[src/rtl/hazard_unit.sv]
// Hazard unit for the 5-stage core: forwarding, stall/flush control,
// multicycle execute sequencing, perf counters and a stall watchdog.
module hazard_unit #(
    parameter int CNT_WIDTH = 32,
    parameter int TIMEOUT   = 255
) (
    input  logic                 clk,
    input  logic                 reset,
    input  logic [3:0]           RA1D,
    input  logic [3:0]           RA2D,
    input  logic [3:0]           RA1E,
    input  logic [3:0]           RA2E,
    input  logic [3:0]           WA3E,
    input  logic [3:0]           WA3M,
    input  logic [3:0]           WA3W,
    input  logic                 MemtoRegE,
    input  logic                 RegWriteM,
    input  logic                 RegWriteW,
    input  logic                 PCWrPendingF,
    input  logic                 PCSrcW,
    input  logic                 BranchTakenE,
    input  logic                 MultiStartE,
    input  logic                 MultiDoneE,
    output logic [1:0]           ForwardAE,
    output logic [1:0]           ForwardBE,
    output logic                 StallF,
    output logic                 StallD,
    output logic                 StallE,
    output logic                 FlushD,
    output logic                 FlushE,
    output logic                 FlushM,
    output logic                 Busy,
    output logic [CNT_WIDTH-1:0] StallCount,
    output logic [CNT_WIDTH-1:0] FlushCount,
    output logic                 HazardTimeout
);

    typedef enum logic {
        IDLE,
        BUSY
    } multiState_t;

    localparam logic [15:0] TimeoutVal = 16'(TIMEOUT);

    multiState_t state;
    multiState_t stateNext;

    logic        ldrStall;
    logic        anyFlush;
    logic        matchA1M;
    logic        matchA1W;
    logic        matchA2M;
    logic        matchA2W;
    logic [15:0] runCount;

    assign matchA1M = RegWriteM && (RA1E == WA3M);
    assign matchA1W = RegWriteW && (RA1E == WA3W);
    assign matchA2M = RegWriteM && (RA2E == WA3M);
    assign matchA2W = RegWriteW && (RA2E == WA3W);

    // Memory stage result is younger, so it wins over writeback.
    always_comb begin
        ForwardAE = 2'b00;
        priority case (1'b1)
            matchA1M: ForwardAE = 2'b10;
            matchA1W: ForwardAE = 2'b01;
            default:  ForwardAE = 2'b00;
        endcase
    end

    always_comb begin
        ForwardBE = 2'b00;
        priority case (1'b1)
            matchA2M: ForwardBE = 2'b10;
            matchA2W: ForwardBE = 2'b01;
            default:  ForwardBE = 2'b00;
        endcase
    end

    assign ldrStall = MemtoRegE && ((RA1D == WA3E) || (RA2D == WA3E));

    always_ff @(posedge clk or negedge reset) begin
        if (!reset) begin
            state <= IDLE;
        end else begin
            state <= stateNext;
        end
    end

    // A start with a coincident done is a single-cycle op: never busy.
    always_comb begin
        stateNext = state;
        Busy      = 1'b0;
        unique case (state)
            IDLE: begin
                if (MultiStartE && !MultiDoneE) begin
                    stateNext = BUSY;
                    Busy      = 1'b1;
                end
            end
            BUSY: begin
                if (MultiDoneE) begin
                    stateNext = IDLE;
                end else begin
                    Busy = 1'b1;
                end
            end
            default: stateNext = IDLE;
        endcase
    end

    always_comb begin
        StallF = 1'b0;
        StallD = 1'b0;
        StallE = 1'b0;
        FlushD = 1'b0;
        FlushE = 1'b0;
        FlushM = 1'b0;
        if (Busy) begin
            StallF = 1'b1;
            StallD = 1'b1;
            StallE = 1'b1;
            FlushM = 1'b1;
        end else begin
            StallD = ldrStall;
            StallF = ldrStall || PCWrPendingF;
            FlushD = PCWrPendingF || PCSrcW || BranchTakenE;
            FlushE = ldrStall || BranchTakenE;
        end
    end

    assign anyFlush = FlushD || FlushE || FlushM;

    always_ff @(posedge clk or negedge reset) begin
        if (!reset) begin
            StallCount <= '0;
            FlushCount <= '0;
        end else begin
            StallCount <= StallCount + {{(CNT_WIDTH-1){1'b0}}, StallF};
            FlushCount <= FlushCount + {{(CNT_WIDTH-1){1'b0}}, anyFlush};
        end
    end

    // Flag latches one edge after the run counter sits at the limit.
    always_ff @(posedge clk or negedge reset) begin
        if (!reset) begin
            runCount      <= '0;
            HazardTimeout <= 1'b0;
        end else begin
            if (!StallF) begin
                runCount <= '0;
            end else if (runCount != TimeoutVal) begin
                runCount <= runCount + 16'd1;
            end
            if (runCount == TimeoutVal) begin
                HazardTimeout <= 1'b1;
            end
        end
    end

endmodule

[config.mk]
export PLATFORM = sky130hd
export DESIGN_NAME = hazard_unit
export DESIGN_NICKNAME = d
export VERILOG_FILES = /design/src/rtl/hazard_unit.sv
export SDC_FILE = /design/constraint.sdc
export NUM_CORES = 1
export LEC_CHECK = 0
export ABC_AREA = 1
export ABC_CLOCK_PERIOD_IN_PS = 2600
export CORE_AREA = 3 3 123 89
export DETAILED_ROUTE_END_ITERATION = 7
export DIE_AREA = 0 0 126 92
export GPL_TIMING_DRIVEN = 0
export MAX_ROUTING_LAYER = met4
export PLACE_DENSITY = 0.9
export RECOVER_POWER = 100
export SYNTH_ARGS = -nofsm -noshare
export SYNTH_HDL_FRONTEND = slang
export SYNTH_SLANG_ARGS = --single-unit
[constraint.sdc]
create_clock -name clk -period 2.6 [get_ports clk]
set_input_delay 0.65 -clock clk [delete_from_list [all_inputs] [get_ports clk]]
set_output_delay 0.65 -clock clk [all_outputs]
set_load 0.005 [all_outputs]
Word-level counts from Yosys, hierarchy flattened

Cells that the tools add are included.

Reduce and logical (&&, ||, !) cells: 14
Equal/unequal tests: 9
Multiplexer cells: 14
$add $sub $neg: 3
Bitwise gates (word level): 1

Operator list:

| cell                                                   | number |
|---|---|
| adder 32 x 1 -> 32 bit                                 | 2 |
| 2-to-1 mux 16 bit                                      | 2 |
| == test 4 bit                                          | 6 |
| adder 16 x 1 -> 16 bit, second input constant          | 1 |
| == test 16 x 8 -> 1 bit, second input constant         | 1 |
| inequality test 16 x 8 -> 1 bit, second input constant | 1 |
| 2-to-1 mux 1 bit                                       | 9 |
| logical OR 1 bit                                       | 7 |
| logical AND 1 bit                                      | 6 |
| 2-to-1 mux 2 bit                                       | 2 |
| inequality test 2 x 1 -> 1 bit, second input constant  | 1 |
| case mux 1 bit (2 select lines)                        | 1 |
| zero test 1 bit                                        | 1 |
| NOT 1 bit                                              | 1 |

Input bits: 38
Register bits: 82
Output and inout port bits: 76

Longest topological paths before layout

Depth in word-level cells: 8
Depth in mapped cells: 18
Depth with buffers taken out: 18

Worst setup path before layout

No wires, ideal clock.

Path type: input-to-reg
Start point: input MultiStartE
End point: register StallCount[22]
Stages on the path: 13
Buffers on the path: 1
Data required time: 2.476 ns
Arrival: 2.411 ns
Setup slack: 0.066 ns
Cell sequence: nor2_1 nor2_1 inv_1 nand3_2 buf_6 ha_1 ha_1 nand3_2 inv_1 nand2_2 nor2_2 nand4_1 xor2_1

Longest elaborated chain between the ends: 5

Ends and longest elaborated chain:

| element                         | line | RTL |
|---|---|---|
| start, declared                 | 22   | `input logic MultiStartE,` |
| logical AND 1 bit               | 96   | `if (MultiStartE && !MultiDoneE) begin` |
| 2-to-1 mux 1 bit                | 96   |  |
| case mux 1 bit (2 select lines) | 94   | `unique case (state)` |
| via Busy                        | 32   | `output logic Busy,` |
| 2-to-1 mux 1 bit                | 119  | `if (Busy) begin` |
| via StallF                      | 26   | `output logic StallF,` |
| adder 32 x 1 -> 32 bit          | 139  | `StallCount <= StallCount + {{(CNT_WIDTH-1){1'b0}}, StallF};` |
| end signal, assigned            | 139  |  |
| end, declared                   | 33   | `output logic [CNT_WIDTH-1:0] StallCount,` |

The timed path passes the listed nets, and every way through them passes these cells.
A chain may end at the register's enable or synchronous reset.

Worst setup path in the final report

Start point: input MultiStartE
End point: output StallE

Longest elaborated chain between the ends: 4

Ends and longest elaborated chain:

| element                         | line | RTL |
|---|---|---|
| logical AND 1 bit               | 96   |  |
| 2-to-1 mux 1 bit                | 96   |  |
| case mux 1 bit (2 select lines) | 94   |  |
| 2-to-1 mux 1 bit                | 119  |  |
| end, declared                   | 28   | `output logic StallE,` |

Every way passes these cells.

==> results.sh <==
export IMPL_ir_worst_vdd_mv=0.342
export IMPL_crit_type="input port to output port"
export IMPL_hold_path_depth=2
export IMPL_synthesis_nets=704
export IMPL_synth_flop_cell="dfrtp_1"
export IMPL_vias=4741
export IMPL_relSlewSlack_pct=11.4
export IMPL_gp_congestion=0.976
export IMPL_synth_edf_count=0
export IMPL_synth_most_common_cell="nand2_1"
export IMPL_worstPathArrival_ns=1.92
export IMPL_area_delta_synth_final_pct=37.2
export IMPL_root_buffer="clkbuf_16"
export IMPL_hold_slack_ns=0.466
export IMPL_report_power_total_mw=3.80
export IMPL_diodes=0
export IMPL_rr_worst_depth=14
export IMPL_clk_pin_slew_ns=0.06
export IMPL_setup_ws_ns=0.0345
export IMPL_combinationalPowerShare_pct=24.2
export IMPL_grt_use_total_pct=23.7
export IMPL_min_to="HazardTimeout"
export IMPL_synth_ff_latch_count=82
export IMPL_cts_buffers=9
export IMPL_clock_latency_ns=0.33
export IMPL_fin_skew_ns=0.00555
export IMPL_htreeDepth=3
export IMPL_reg2reg_slack_ns=0.49
export IMPL_pre_cts_ws_ns=-0.774
export IMPL_grt_pass1_vias=4444
export IMPL_status="complete, no violations"
export IMPL_clockBufferDepth=2
export IMPL_initial_core_util_pct=51.1
export IMPL_firstDrtPassIters=7
export IMPL_grt_max_degree=59
export IMPL_wl_per_cell_um=14.4
export IMPL_setup_worst_path_start_class="input port"
export IMPL_synthTopCellsByArea="dfrtp_1 41%, nand2_1 14%, inv_1 7.8%"
export IMPL_grt_ovfl_total=0
export IMPL_cp_end_kind="output port"
export IMPL_synth_area_leader_cell="dfrtp_1"
export IMPL_synth_area_mm2=0.00499
export IMPL_rr_startpoint="state"
export IMPL_crit_path_start="MultiStartE"
export IMPL_intPower_mw=2.68
export IMPL_num_rows=30
export IMPL_worstHoldStart="HazardTimeout"
export IMPL_cap_violations=0
export IMPL_tns_ns=0
export IMPL_portBuffers=113
export IMPL_hp_class="register to register"
export IMPL_fin_nets=849
export IMPL_cp_max_fo=4
export IMPL_layout_min_cycle_time_ns=2.57
export IMPL_synthTopCellsByCount="180 x nand2_1, 104 x inv_1, 82 x dfrtp_1"
export IMPL_synth_cells=661
export IMPL_seqPwrFrac_pct=43.0
export IMPL_fmax_ghz=0.390
export IMPL_yosysWarnings=0
export IMPL_hold_viol=0
export IMPL_grt_pass1_wl_mm=21.6
export IMPL_p_leak_nw=3.53
export IMPL_powerDensity_mw_per_mm2=556
export IMPL_cts_sinks=82
export IMPL_seq_area_frac_synth_pct=41.2
export IMPL_synth_distinct_cells=31
export IMPL_die_h_um=92
export IMPL_rsz0062_at_grt="true"
export IMPL_ios=114
export IMPL_drt_iter0_markers=389
export IMPL_swShare_pct=29.6
export IMPL_fill_cells=754
export IMPL_core_mm2=0.00976
export IMPL_async_flop_share_pct=100
export IMPL_setup_violations=0
export IMPL_die_area_mm2=0.0116
export IMPL_p_clk_share_pct=32.8
export IMPL_required_ns=1.95
export IMPL_antenna_found_initial=0
export IMPL_viasPerCell=5.05
export IMPL_p_sw_mw=1.13
export IMPL_wl_mm=13.5
export IMPL_drive_gt1_share_pct=14.8
export IMPL_r2r_end="StallCount[24]"
export IMPL_slew_viol_final=0
export IMPL_tritoncts="done"
export IMPL_avgSynthCellArea_um2=7.54
export IMPL_synth_top_area_share_pct=41.2
export IMPL_period_share_pct=98.7
export IMPL_dp_hpwl_mm=9.85
export IMPL_tightest_slew_ns=1.33
export IMPL_route_detailed_drc=0
export IMPL_ant_nets=0
export IMPL_die_x_um=126
-- cells in the final DEF, fill, tap and decap left out, drive strengths merged, types with 2 or more instances in the layout --
cell / n
nand2: 189
inv: 113
nor2: 92
dfrtp: 82
clkdlybuf4s50: 72
xor2: 43
nand3: 36
dlygate4sd2: 34
nor3: 29
buf: 25
xnor2: 16
nand4: 16
clkbuf: 15
nand3b: 9
or2: 8
o21ai: 5
ha: 5
a21oi: 4
dlymetal6s2s: 3
clkinv: 3
nor3b: 2
and3: 2
nor4: 2
o22ai: 2
-- power groups by stage --
stage	Combinational, mW	Clock (mW)	Sequential, mW
floorplan	0.401	0	1.60
global placement	0.804	0	1.63
detailed placement	0.832	0	1.63
CTS	0.899	1.28	1.63
global route	1.01	1.33	1.66
finish	0.920	1.25	1.63
-- timing repair --
item,CTS,global route
hold buffers,0,0
buffers inserted,14,7
pin swaps,21,13
gates cloned,0,0
endpoints found under the setup margin,40,37
resized for setup,68,16
-- sequential cells by signal (all words and copies together) (netlist names) --
| signal | flops |
|---|---|
| FlushCount | 32 |
| StallCount | 32 |
| runCount | 16 |
| HazardTimeout | 1 |
| state | 1 |
-- worst max-delay path by stage --
stage,end,slack (ns),depth (start not counted)
2_1_floorplan,StallCount[22],0.07,13
3_3_place_gp,FlushCount[4],-2.07,1
3_5_place_dp,StallCount[22],-0.77,18
4_1_cts,StallF,-0.03,11
5_1_grt,StallCount[24],-0.05,15
6_report,StallE,0.03,7
-- cell type report --
class                   instances  area, um^2  area share (%)
multi-input cells             461        2620            38.3
flip-flops and latches         82        2050            30.0
repair buffers                135        1260            18.4
inverters                     113         424            6.20
clock buffers                  11         243            3.55
well taps                     128         160            2.34
clock inverters                 4        52.6           0.768
plain buffers                   4        30.0           0.439
-- metal layers --
layer,GRT usage (%),vias up,wire [um]
li1,-,2324,-
met1,33.8,2212,5970
met2,34.5,183,6240
met3,4.71,22,1060
met4,6.96,0,201
met5,-,-,0
-- cells by family after synthesis --
group	count (synthesis)	share of synthesized area (%)
and+or+nand+nor	385	36.6
DFF	82	41.2
buffers and inverters	118	9.33
AOI/OAI and AO/OA	12	1.30
adders and majority gates	5	1.25
xor gates and xnor gates	59	10.4
-- critical path: stages --
cell and delay [ns]:
clkdlybuf4s50_1 0.48, nor2_1 0.05, nor2_2 0.19, buf_4 0.15, buf_4 0.09, buf_4 0.08
dlygate4sd2_1 0.22
-- metrics by stage --
step                      utilization, %  std cells  cell area [um^2]
after floorplan                        -        661              4990
after global placement              64.3        902              6280
after detailed placement            64.6        903              6300
after CTS                           69.5        932              6790
after global routing                70.1        938              6840
final                               70.1        938              6840
No activity file was read; power rests on OpenSTA's default activity.
